File: src/rtl/ex_wb_stage.sv
// ex_wb_stage: execute-to-writeback stage.
//  Registers the execute result, owns the architectural CPSR {N,C,Z,V},
//  runs the load/store data-memory handshake and drives the single
//  register-file write port.
// Ports:
//  clk_i, rst_n_i                 clock, synchronous active-low reset
//  ex_*_i / ex_ready_o            execute handshake and instruction fields
//  flush_i                        kill current/incoming instruction
//  mem_req_o .. mem_ack_i         data-memory request/ack handshake
//  rf_wen_o, rf_waddr_o, rf_wdata_o  register-file write port
//  cpsr_o                         {N,C,Z,V}
//  mem_err_o                      sticky memory-timeout error
module ex_wb_stage #(
  parameter int DATA_W      = 32,
  parameter int REG_ADDR_W  = 3,
  parameter int MEM_TIMEOUT = 255
) (
  input  logic                  clk_i,
  input  logic                  rst_n_i,
  input  logic                  ex_valid_i,
  output logic                  ex_ready_o,
  input  logic [DATA_W:0]       ex_result_i,
  input  logic [REG_ADDR_W-1:0] ex_dest_reg_i,
  input  logic                  ex_wen_i,
  input  logic                  ex_set_flags_i,
  input  logic [3:0]            ex_flags_i,
  input  logic [1:0]            ex_mem_op_i,
  input  logic [DATA_W-1:0]     ex_addr_i,
  input  logic [DATA_W-1:0]     ex_store_data_i,
  input  logic                  flush_i,
  output logic                  mem_req_o,
  output logic                  mem_we_o,
  output logic [DATA_W-1:0]     mem_addr_o,
  output logic [DATA_W-1:0]     mem_wdata_o,
  input  logic [DATA_W-1:0]     mem_rdata_i,
  input  logic                  mem_ack_i,
  output logic                  rf_wen_o,
  output logic [REG_ADDR_W-1:0] rf_waddr_o,
  output logic [DATA_W-1:0]     rf_wdata_o,
  output logic [3:0]            cpsr_o,
  output logic                  mem_err_o
);

  localparam int CNT_W = $clog2(MEM_TIMEOUT + 1);

  typedef enum logic {IDLE = 1'b0, MEM = 1'b1} state_e;

  state_e                  state_q, state_d;
  logic [CNT_W-1:0]        cnt_q, cnt_d;
  logic                    req_q, req_d;
  logic                    we_q, we_d;
  logic [DATA_W-1:0]       addr_q, addr_d;
  logic [DATA_W-1:0]       wdat_q, wdat_d;
  logic [REG_ADDR_W-1:0]   dest_q, dest_d;
  logic                    ld_wen_q, ld_wen_d;   // pending load that writes a register
  logic                    kill_q, kill_d;       // flush seen while in MEM
  logic                    rf_wen_q, rf_wen_d;
  logic [REG_ADDR_W-1:0]   rf_waddr_q, rf_waddr_d;
  logic [DATA_W-1:0]       rf_wdata_q, rf_wdata_d;
  logic [3:0]              cpsr_q, cpsr_d;
  logic                    err_q, err_d;
  logic                    xfer;

  // The carry bit only feeds the flags computed upstream; never written back.
  logic unused_carry;
  assign unused_carry = ex_result_i[DATA_W];

  assign ex_ready_o = (state_q == IDLE) & ~flush_i;
  assign xfer       = ex_valid_i & ex_ready_o;

  always_comb begin
    state_d    = state_q;
    cnt_d      = cnt_q;
    req_d      = req_q;
    we_d       = we_q;
    addr_d     = addr_q;
    wdat_d     = wdat_q;
    dest_d     = dest_q;
    ld_wen_d   = ld_wen_q;
    kill_d     = kill_q;
    rf_wen_d   = 1'b0;
    rf_waddr_d = rf_waddr_q;
    rf_wdata_d = rf_wdata_q;
    cpsr_d     = cpsr_q;
    err_d      = err_q;
    case (state_q)
      IDLE: begin
        if (xfer) begin
          case (ex_mem_op_i)
            2'b00: begin
              rf_wen_d   = ex_wen_i;
              rf_waddr_d = ex_dest_reg_i;
              rf_wdata_d = ex_result_i[DATA_W-1:0];
              if (ex_set_flags_i) cpsr_d = ex_flags_i;
            end
            2'b01, 2'b10: begin
              addr_d   = ex_addr_i;
              wdat_d   = ex_store_data_i;
              dest_d   = ex_dest_reg_i;
              ld_wen_d = ex_wen_i & ~ex_mem_op_i[1];
              kill_d   = 1'b0;
              req_d    = 1'b1;
              we_d     = ex_mem_op_i[1];
              cnt_d    = '0;
              state_d  = MEM;
            end
            default: ;  // reserved op: dropped silently
          endcase
        end
      end
      MEM: begin
        cnt_d = cnt_q + CNT_W'(1);
        if (flush_i) kill_d = 1'b1;
        if (mem_ack_i) begin
          req_d   = 1'b0;
          state_d = IDLE;
          // Bus transfer completes regardless; only the writeback is killed.
          if (ld_wen_q && !kill_q && !flush_i) begin
            rf_wen_d   = 1'b1;
            rf_waddr_d = dest_q;
            rf_wdata_d = mem_rdata_i;
          end
        end else if (cnt_q == CNT_W'(MEM_TIMEOUT - 1)) begin
          // Request has been held MEM_TIMEOUT cycles with no ack.
          req_d   = 1'b0;
          err_d   = 1'b1;
          state_d = IDLE;
        end
      end
      default: state_d = IDLE;
    endcase
  end

  always_ff @(posedge clk_i) begin
    if (!rst_n_i) begin
      state_q    <= IDLE;
      cnt_q      <= '0;
      req_q      <= 1'b0;
      we_q       <= 1'b0;
      addr_q     <= '0;
      wdat_q     <= '0;
      dest_q     <= '0;
      ld_wen_q   <= 1'b0;
      kill_q     <= 1'b0;
      rf_wen_q   <= 1'b0;
      rf_waddr_q <= '0;
      rf_wdata_q <= '0;
      cpsr_q     <= 4'b0000;
      err_q      <= 1'b0;
    end else begin
      state_q    <= state_d;
      cnt_q      <= cnt_d;
      req_q      <= req_d;
      we_q       <= we_d;
      addr_q     <= addr_d;
      wdat_q     <= wdat_d;
      dest_q     <= dest_d;
      ld_wen_q   <= ld_wen_d;
      kill_q     <= kill_d;
      rf_wen_q   <= rf_wen_d;
      rf_waddr_q <= rf_waddr_d;
      rf_wdata_q <= rf_wdata_d;
      cpsr_q     <= cpsr_d;
      err_q      <= err_d;
    end
  end

  assign mem_req_o   = req_q;
  assign mem_we_o    = we_q;
  assign mem_addr_o  = addr_q;
  assign mem_wdata_o = wdat_q;
  assign rf_wen_o    = rf_wen_q;
  assign rf_waddr_o  = rf_waddr_q;
  assign rf_wdata_o  = rf_wdata_q;
  assign cpsr_o      = cpsr_q;
  assign mem_err_o   = err_q;

endmodule
File: config.mk
export PLATFORM = sky130hd
export DESIGN_NAME = ex_wb_stage
export DESIGN_NICKNAME = d
export VERILOG_FILES = /design/src/rtl/ex_wb_stage.sv
export SDC_FILE = /design/constraint.sdc
export NUM_CORES = 1
export LEC_CHECK = 0
export BUFFER_PORTS_ARGS = -buffer_cell sky130_fd_sc_hd__buf_2
export CORE_ASPECT_RATIO = 1.5
export CORE_MARGIN = 5
export CORE_UTILIZATION = 41
export DETAILED_ROUTE_END_ITERATION = 7
export PLACE_DENSITY = 0.77
export SETUP_SLACK_MARGIN = 0.1
export SYNTH_ARGS = -nofsm -noshare
export SYNTH_HDL_FRONTEND = slang
export SYNTH_SLANG_ARGS = --single-unit
File: constraint.sdc
create_clock -name clk_i -period 1.5 [get_ports clk_i]
set_input_delay 0.3 -clock clk_i [delete_from_list [all_inputs] [get_ports clk_i]]
set_output_delay 0.3 -clock clk_i [all_outputs]
set_load 0.005 [all_outputs]
==> impl_metrics.csv, run 1 <==
group,metric,value,unit
synth,synthCells,586,
synth,synthSimpleGateAreaFrac,19.68,%
synth,synth_top_family_by_area,"simple AND/OR/NAND/NOR gates",
timing,setup_violations,0,
timing,drv_slew,0,
power_and_ir_drop,p_int,6.573,mW
power_and_ir_drop,pwr-share-clk,50.1,%
synth,avgSynthCellArea,8.528,sq um
synth,synthAdderAreaFrac,0.7511,%
timing,max-slew-margin-rel,83.14,%
final_layout,instances_no_fill,998,
power_and_ir_drop,swShare,22.71,%
timing,worst_slew_pin_slew,0.2496,ns
global_route,grt_pass1_wl,21850,um
floorplan,die_area,14540,sq um
placed_design,io_buffers,251,
global_route,grt_pass1_vias,4765,
synth,muxShareOfSynthArea,15.10,%
synth,synth_compound_area_share,10.14,%
global_route,grt-ovfl-total,0,
outcome,status,"completed",
global_route,antenna_found_initial,0,
cts,numCtsBuffers,17,
floorplan,initial_core_util,41.80,%
final_layout,num_antenna_cells,0,
placed_design,place_congestion,0.7778,
detailed_routing,detail_route.iter0.violations,214,
cts,cts-htree-levels,4,
setup_path,cp_data_arrival_time,1.74,ns
power_and_ir_drop,seq_power_share,39.9,%
floorplan,die_y,145.2,um
cts,cts_tree,"built",
synth,yosysSeqAreaShare,48.47,%
detailed_routing,avgRoutedWirePerCell,13.67,um
timing,fin_worst_skew,0.006929,ns
cts,clockBufferDepth,2,
setup_path,r2r_cells,4,
power_and_ir_drop,peakVddDrop,0.9646,mV
power_and_ir_drop,p_total,8.504,mW
final_layout,area_growth,42.91,%
setup_path,cp-end-kind,"flip-flop",
flow_run,cap_violations,0,
min_path,worstHoldStart,"ex_store_data_i[24]",
detailed_routing,wl_met3,1304,um
setup_path,worst_r2r_endpoint,"rf_wdata_o[29]",
placed_design,place_area,6472,sq um
global_route,grt.total_usage,18.31,%
cts,clkTransAtPathRegs,0.06,ns
final_layout,final_cell_mix,"buf_2, nand2_1, dfxtp_1",
setup_path,r2r_start,"kill_q",
final_layout,layout_commonest_cell,"buf_2",
timing,tns,0,ns
timing,period_minus_slack,1.462,ns
floorplan,ios,253,
final_layout,drive_gt1_share,41.07,%
power_and_ir_drop,pwr-share-comb,10.1,%
detailed_routing,wl,13640,um
floorplan,fp-row-count,49,
synth,syn_area,4997,sq um
synth,syn_nets,734,
setup_path,crit_fanout,15,
floorplan,die_x,100.1,um
detailed_routing,drc,0,
timing,finalCritPeriodShare,97.48,%
synth,synth_xor_area_share,0.5258,%
detailed_routing,final_antenna_net_count,0,
final_layout,nFillCells,1093,
setup_path,rrSetupSlack,0.04,ns
timing,setup_slack,0.03776,ns
cts,clkLatencyLatePin,0.40,ns
detailed_routing,top_layer,"met4",
power_and_ir_drop,p_sw,1.931,mW
min_path,min_path_cells,3,
timing,rsz0062_at_grt,"yes",
detailed_routing,via_per_inst,4.805,
placed_design,dp_hpwl,9956,um
setup_path,crit_type,"reg -> reg",
timing,hold_violations,0,
cts,post_cts_buffers,0,
synth,synth-seq-cells,121,
timing,max_freq,0.6839,GHz
detailed_routing,first_pass_iters,4,
power_and_ir_drop,p_leak,3.464,nW
cts,root_buffer,"clkbuf_16",
placed_design,placed_cells,965,
final_layout,fin_nets,980,
global_route,grt_max_degree,59,
synth,synth_cell_types,37,
setup_path,worstPathRequired,1.78,ns
detailed_routing,met2WireLength,7099,um
final_layout,fin_area,7142,sq um
placed_design,pre_cts_ws,-0.1171,ns
setup_path,worst_setup_path_start_kind,"flip-flop",
detailed_routing,wl_met1,4998,um
detailed_routing,vias,4795,
min_path,hp-class,"in -> reg",
floorplan,core_area,11960,sq um
cts,clock-sinks,121,
min_path,holdPathEnd,"mem_wdata_o[24]",
synth,synth_warnings,0,
cts,cts_hold_buf,0,
power_and_ir_drop,powerDensity,1191,nW/um^2
==> cell families (layout without fill, tap and decap cells) <==
| logic type | Yosys count | after routing |
|---|---|---|
| compound gates | 95 | 95 |
| xor+xnor | 3 | 3 |
| fa+ha+maj | 3 | 3 |
| buf+inv | 52 | 311 |
| flops | 121 | 121 |
| mux | 71 | 71 |
| simple gates | 241 | 241 |
==> Yosys cell counts (all sizes together) <==
library cell / number / area [sq um]
and2: 1 / 6.260
and4bb: 2 / 25.02
nand2: 213 / 799.5
a31oi: 1 / 6.260
o21ai: 4 / 20.02
nand4bb: 2 / 27.53
nand4b: 1 / 8.760
a211oi: 1 / 7.510
mux2: 35 / 394.1
o2111ai: 1 / 8.760
nand3: 10 / 50.05
xor2: 3 / 26.28
mux2i: 36 / 360.4
nor3: 1 / 5.000
clkbuf: 26 / 97.59
o22ai: 2 / 12.51
a21oi: 79 / 395.4
nor2: 4 / 15.01
o41ai: 1 / 8.760
o31a: 1 / 8.760
or3b: 1 / 8.760
o211ai: 2 / 15.01
nor2b: 1 / 6.260
inv: 7 / 26.28
a22o: 1 / 8.760
a22oi: 1 / 7.510
or3: 2 / 12.51
and3: 1 / 6.260
o31ai: 1 / 7.510
nand4: 2 / 12.51
dfxtp: 121 / 2422
buf: 19 / 142.6
ha: 3 / 37.54
==> stage by stage <==
stage          utilization (%)  hold slack, ns
2_1_floorplan                -          0.4266
3_3_place_gp             54.14          0.4350
3_5_place_dp             54.14          0.4377
4_1_cts                  59.71          0.1167
5_1_grt                  59.74          0.1133
6_report                 59.74          0.1326
==> registers in the layout, indices dropped and copies added, names as in the netlist, 3 cells and up <==
name         count
rf_waddr_o       3
rf_wdata_o      32
cpsr_o           4
dest_q           3
mem_wdata_o     32
mem_addr_o      32
cnt_q            8
==> cell type report <==
cell class,count,area (sq um),area share (%)
Tap cell,153,191.4,2.680
Multi-Input combinational cell,413,2351,32.92
Sequential cell,121,2426,33.97
Timing Repair Buffer,272,1521,21.30
Clock buffer,22,484.2,6.780
Clock inverter,10,141.4,1.980
Inverter,7,26.28,0.3679
==> worst max-delay path, cell delays in order (launching register included) <==
cell and delay [ns]:
dfxtp_1 0.31, or3b_4 0.40, a22o_4 0.30, buf_12 0.17, mux2i_2 0.16
==> routing by layer <==
metal	track usage [%]	vias up
met1	18.88	2161
met3	7.012	20
met2	33.07	186
met5	0	-
li1	-	2428
met4	6.473	0
==> worst max path at each step <==
stage	end	depth (start not counted)	from
after floorplan	rf_waddr_o[0]	7	ex_mem_op_i[1]
after global placement	ld_wen_q	7	ex_mem_op_i[1]
after detailed placement	mem_wdata_o[5]	7	ex_mem_op_i[1]
after CTS	rf_wdata_o[29]	4	kill_q
after global routing	rf_wdata_o[29]	4	kill_q
final	rf_wdata_o[29]	4	kill_q
==> power groups by stage <==
| stage | sequential (mW) | clock (mW) | combinational, mW |
|---|---|---|---|
| 2_1_floorplan | 3.47 | 0 | 0.436 |
| 3_3_place_gp | 3.46 | 0 | 0.837 |
| 3_5_place_dp | 3.46 | 0 | 0.849 |
| 4_1_cts | 3.39 | 4.35 | 0.867 |
| 5_1_grt | 3.41 | 4.51 | 0.952 |
| 6_report | 3.39 | 4.26 | 0.856 |
==> timing repair <==
action / 4_1_cts / 5_1_grt
pin swaps: 0 / 0
cloned: 1 / 0
endpoints found under the setup margin: 32 / 37
resized for setup: 4 / 1
hold endpoints to repair: 0 / 0
(Power assumes the default switching activity.)
==> run 2: changes to the inputs <==
ABC_AREA = 1   (was not set)
==> impl_metrics.csv, run 2 <==
group,metric,value,unit
setup_path,crit_type,"reg -> out",
setup_path,slowest_delay,0.39,ns
final_layout,drive_gt1_share,33.58,%
power_and_ir_drop,p_total,8.196,mW
detailed_routing,first_pass_iters,4,
setup_path,worstPathRequired,1.20,ns
setup_path,worst_r2r_endpoint,"rf_wdata_o[1]",
final_layout,area_growth,41.03,%
outcome,status,"completed",
synth,syn_nets,833,
setup_path,cp-end-kind,"output port",
floorplan,ios,253,
detailed_routing,wl,14370,um
final_layout,utilization,59.09,%
final_layout,final_cell_mix,"buf_2, nand2_1, dfxtp_1",
power_and_ir_drop,powerDensity,1154,nW/um^2
flow_run,cap_violations,0,
synth,synth_edf_count,0,
final_layout,num_antenna_cells,0,
cts,cts_hold_buf,0,
min_path,hp-class,"in -> reg",
cts,numCtsBuffers,17,
placed_design,dp_hpwl,10330,um
global_route,grt_pass1_wl,22580,um
setup_path,crit_fanout,6,
setup_path,worst_setup_path_start_kind,"flip-flop",
timing,max_freq,0.7448,GHz
power_and_ir_drop,pwr-share-comb,11.0,%
floorplan,initial_core_util,41.90,%
synth,yosysSeqAreaShare,48.11,%
cts,clkTransAtPathRegs,0.06,ns
final_layout,fin_nets,1073,
setup_path,r2r_cells,6,
synth,synthArstFlopShare,0,%
cts,clockBufferDepth,2,
power_and_ir_drop,pwr-share-clk,47.3,%
power_and_ir_drop,p_sw,2.040,mW
detailed_routing,avgRoutedWirePerCell,13.18,um
setup_path,path_delay_family,"flip-flops",
global_route,grt_pass1_vias,4778,
cts,clkLatencyLatePin,0.40,ns
synth,yosys-top-cells-area,"dfxtp_1, nand2_1, a21oi_1",
floorplan,die_area,14640,sq um
synth,synth_top_area_share,48.11,%
global_route,grt.total_usage,18.94,%
floorplan,die_x,100.5,um
setup_path,r2r_start,"state_q",
setup_path,crit_slowest_cell,"dfxtp_4",
synth,synth_warnings,0,
setup_path,cp_cell_sequence,"nor2_8 -> buf_2",
detailed_routing,final_antenna_net_count,0,
detailed_routing,vias,5168,
timing,rsz0062_at_grt,"no",
synth,synthCells,685,
min_path,min_path_cells,3,
floorplan,die_y,145.7,um
placed_design,io_buffers,251,
power_and_ir_drop,peakVddDrop,0.8601,mV
timing,period_minus_slack,1.343,ns
placed_design,pre_cts_ws,-0.002416,ns
timing,setup_slack,0.1574,ns
power_and_ir_drop,p_int,6.156,mW
cts,cts_tree,"built",
cts,post_cts_buffers,0,
final_layout,layout_commonest_cell,"buf_2",
synth,avgSynthCellArea,7.350,sq um
setup_path,rrSetupSlack,0.23,ns
global_route,grt_max_degree,78,
cts,clock-sinks,121,
min_path,worstHoldStart,"ex_flags_i[1]",
floorplan,core_area,12020,sq um
detailed_routing,drc,0,
synth,synthTopCellsByCount,"nand2_1, dfxtp_1, a21oi_1",
power_and_ir_drop,p_leak,3.312,nW
synth,ys.flop_type,"dfxtp_1",
placed_design,place_congestion,0.7827,
synth,synth-seq-cells,121,
setup_path,cp_data_arrival_time,1.04,ns
timing,drv_slew,0,
cts,root_buffer,"clkbuf_16",
detailed_routing,detail_route.iter0.violations,181,
cts,cts-htree-levels,4,
power_and_ir_drop,seq_power_share,41.7,%
timing,fin_worst_skew,0.009662,ns
timing,hold_violations,0,
synth,post-synth-top-area-cell,"dfxtp_1",
power_and_ir_drop,swShare,24.89,%
timing,setup_violations,0,
synth,synth_most_common_cell,"nand2_1",
detailed_routing,via_per_inst,4.737,
global_route,grt-ovfl-total,0,
floorplan,fp-row-count,49,
setup_path,path_buf_inv,1,
timing,max-slew-margin-rel,75.47,%
timing,worst_slew_pin_slew,0.3679,ns
timing,tns,0,ns
min_path,holdPathEnd,"cpsr_o[1]",
global_route,antenna_found_initial,1,
synth,synth_cell_types,25,
timing,finalCritPeriodShare,89.51,%
synth,syn_area,5035,sq um
## run 2: cell types whose count changed in the layout (fill, tap and decap cells not counted), moves of 3 or more
| cell | previous run | this run |
|---|---|---|
| a21boi_0 | 0 | 35 |
| a21oi_1 | 79 | 115 |
| clkinvlp_4 | 2 | 5 |
| inv_1 | 6 | 11 |
| mux2_2 | 35 | 0 |
| mux2i_1 | 35 | 0 |
| nand2_1 | 213 | 228 |
| nand3_1 | 10 | 45 |
| nor2_1 | 4 | 53 |
## run 2: stage by stage
step	cell area, sq um	hold slack [ns]	cells
after CTS	7057	0.1130	1090
after floorplan	5035	0.4349	685
final	7101	0.1305	1091
after detailed placement	6482	0.4463	1058
after global placement	6482	0.4349	1058
after global routing	7101	0.1176	1091
## run 2: tightest hold or removal path: cells and delay by family
family,cells,cell delay [ns]
AND/OR/NAND/NOR,2,0.12
buffers and inverters,1,0.08
## run 2: repair_timing
action | in CTS | in global routing
endpoints found under the setup margin | 0 | 32
gates resized for setup | 0 | 5
endpoints found under the hold margin | 0 | 0
## run 2: kinds of logic (layout without fill, tap and decap cells)
kind of cell | after synthesis | after routing | synth area share (%)
adder cells (fa/ha/maj) | 3 | 3 | 0.7456
flip-flops | 121 | 121 | 48.11
XOR/XNOR | 1 | 1 | 0.1740
buffers and inverters | 65 | 318 | 6.263
AO/OA/AOI/OAI | 159 | 159 | 17.59
AND/OR/NAND/NOR | 336 | 336 | 27.11
## run 2: power groups by stage
stage | clock network (mW) | logic [mW] | registers [mW]
global placement | 0 | 0.889 | 3.48
CTS | 3.96 | 0.902 | 3.42
finish | 3.88 | 0.902 | 3.42
detailed placement | 0 | 0.900 | 3.49
global route | 4.13 | 1.02 | 3.43
floorplan | 0 | 0.444 | 3.50
## run 2: worst max-delay path by stage
| stage | startpoint | to | slack (ns) | depth (start not counted) |
|---|---|---|---|---|
| final | state_q | ex_ready_o | 0.16 | 2 |
| after global routing | state_q | cpsr_o[1] | 0.09 | 7 |
| after CTS | state_q | ex_ready_o | 0.10 | 2 |
| after detailed placement | ex_mem_op_i[1] | mem_wdata_o[25] | -0.002 | 8 |
| after global placement | ex_mem_op_i[1] | mem_addr_o[1] | 0.04 | 8 |
| after floorplan | ex_mem_op_i[1] | mem_addr_o[13] | 0.21 | 7 |
## run 2: layout make-up
class	count	area, sq um
clock buffers	19	452.9
repair buffers	272	1535
clock inverters	13	121.4
flip-flops and latches	121	2426
fillers	1202	4916
multi-input cells	499	2321
inverters	14	52.55
well taps	153	191.4
## run 2: routing by layer
layer	up-vias	track usage, %	routed length [um]
met5	-	0	11
met4	2	7.889	293
met3	23	5.899	1164
met2	178	33.90	7557
met1	2254	20.10	5347
li1	2711	-	-
==> run 3: changes to the inputs <==
CORE_ASPECT_RATIO = 1.4   (was 1.5)
CORE_UTILIZATION = 43   (was 41)
CTS_BUF_LIST = sky130_fd_sc_hd__clkbuf_8   (was not set)
PLACE_DENSITY = 0.8   (was 0.77)
==> impl_metrics.csv, run 3 (synthesis gave the netlist of run 2 again) <==
group,metric,value,unit
global_route,antenna_found_initial,1,
global_route,grt.total_usage,19.36,%
timing,fin_worst_skew,0.009814,ns
cts,clockBufferDepth,2,
detailed_routing,final_antenna_net_count,0,
timing,setup_slack,0.1406,ns
power_and_ir_drop,swShare,24.23,%
setup_path,r2r_start,"state_q",
cts,cts_hold_buf,0,
power_and_ir_drop,p_leak,3.302,nW
flow_run,cap_violations,0,
timing,max_freq,0.7356,GHz
min_path,holdPathEnd,"cpsr_o[2]",
cts,numCtsBuffers,17,
timing,max-slew-margin-rel,76.87,%
power_and_ir_drop,powerDensity,1078,nW/um^2
global_route,grt_max_degree,78,
final_layout,instances_no_fill,1088,
placed_design,dp_hpwl,10490,um
setup_path,worst_r2r_endpoint,"rf_wdata_o[31]",
setup_path,cp.depth,2,
floorplan,die_area,14000,sq um
floorplan,core_area,11400,sq um
timing,period_minus_slack,1.359,ns
setup_path,worst_setup_path_start_kind,"flip-flop",
timing,rsz0062_at_grt,"yes",
power_and_ir_drop,seq_power_share,45.1,%
setup_path,cp_cell_sequence,"nor2_8 -> buf_6",
floorplan,die_y,138.0,um
power_and_ir_drop,pwr-share-comb,12.3,%
setup_path,crit_slowest_cell,"dfxtp_4",
final_layout,num_antenna_cells,0,
final_layout,area_growth,39.41,%
final_layout,fin_nets,1079,
timing,drv_slew,0,
global_route,grt_pass1_wl,22450,um
setup_path,crit_type,"reg -> out",
final_layout,final_cell_mix,"buf_2, nand2_1, dfxtp_1",
cts,clkTransAtPathRegs,0.07,ns
setup_path,slowest_delay,0.39,ns
power_and_ir_drop,peakVddDrop,0.7640,mV
power_and_ir_drop,p_sw,1.833,mW
detailed_routing,via_per_inst,4.793,
min_path,hp-class,"in -> reg",
detailed_routing,drc,0,
final_layout,drive_gt1_share,33.69,%
detailed_routing,avgRoutedWirePerCell,13.19,um
setup_path,path_delay_family,"flip-flops",
placed_design,io_buffers,251,
cts,cts-htree-levels,4,
detailed_routing,vias,5215,
final_layout,fin_area,7019,sq um
detailed_routing,wl,14350,um
setup_path,cp_data_arrival_time,1.06,ns
detailed_routing,first_pass_iters,5,
final_layout,utilization,61.59,%
cts,clkLatencyLatePin,0.42,ns
placed_design,pre_cts_ws,0.001965,ns
placed_design,place_congestion,0.8237,
floorplan,die_x,101.5,um
setup_path,crit_fanout,5,
floorplan,ios,253,
detailed_routing,detail_route.iter0.violations,144,
timing,finalCritPeriodShare,90.63,%
power_and_ir_drop,pwr-share-clk,42.6,%
timing,worst_slew_pin_slew,0.3470,ns
global_route,grt_pass1_vias,4917,
setup_path,rrSetupSlack,0.15,ns
placed_design,place_area,6529,sq um
cts,cts_tree,"built",
setup_path,worstPathRequired,1.20,ns
setup_path,cp-end-kind,"output port",
global_route,grt-ovfl-total,0,
final_layout,layout_commonest_cell,"buf_2",
placed_design,placed_cells,1055,
cts,root_buffer,"clkbuf_8",
outcome,status,"completed",
power_and_ir_drop,p_int,5.732,mW
min_path,worstHoldStart,"ex_flags_i[2]",
min_path,min_path_cells,3,
setup_path,path_buf_inv,1,
floorplan,initial_core_util,44.18,%
setup_path,r2r_cells,7,
floorplan,fp-row-count,46,
timing,hold_violations,0,
cts,clock-sinks,121,
timing,setup_violations,0,
## run 3: cell types whose count changed in the layout (fill, tap and decap cells not counted), sizes merged
cell	change
buf	+6
bufinv	+3
clkbuf	+1
clkinv	-2
clkinvlp	-1
inv	-1
## run 3: how the worst max path moves through the flow
stage,start,to,slack (ns)
3_5_place_dp,state_q,rf_wdata_o[31],0.002
4_1_cts,state_q,rf_wdata_o[1],0.10
3_3_place_gp,state_q,rf_wdata_o[31],-0.02
6_report,state_q,ex_ready_o,0.14
2_1_floorplan,ex_mem_op_i[1],mem_addr_o[13],0.21
5_1_grt,state_q,rf_wdata_o[28],0.06
## run 3: layout make-up
type | instances | area (sq um)
multi-input cells | 499 | 2313
fillers | 1044 | 4377
clock buffers | 20 | 275.3
flip-flops and latches | 121 | 2426
repair buffers | 278 | 1599
clock inverters | 12 | 172.7
inverters | 14 | 52.55
well taps | 144 | 180.2
## run 3: tightest hold or removal path, delay by kind of cell
kind | cells | cell delay, ns
simple gates | 2 | 0.11
buf+inv | 1 | 0.08
## run 3: power groups by stage
stage               combinational [mW]  sequential [mW]  clock, mW
CTS                              0.918             3.41       3.30
detailed placement               0.915             3.49          0
floorplan                        0.444             3.50          0
global placement                 0.905             3.48          0
global route                      1.04             3.43       3.44
finish                           0.928             3.41       3.22
## run 3: metal layers
metal / share of wire (%) / GRT usage, %
met1: 38 / 20.26
met2: 51 / 35.00
met3: 8.6 / 6.844
met4: 2.1 / 6.723
met5: 0.077 / 0
## run 3: metrics by stage
| stage | setup TNS [ns] | hold WS [ns] | total power [mW] |
|---|---|---|---|
| floorplan | 0 | 0.4349 | 3.941 |
| global placement | -0.01508 | 0.4384 | 4.386 |
| detailed placement | 0 | 0.4499 | 4.402 |
| CTS | 0 | 0.08230 | 7.632 |
| global route | 0 | 0.08387 | 7.910 |
| finish | 0 | 0.1098 | 7.564 |
## run 3: timing repair
item,4_1_cts,5_1_grt
pin swaps,1,1
setup endpoints to repair,22,32
buffers inserted,0,0
endpoints found under the hold margin,0,0
gates resized for setup,6,16
cloned,0,1
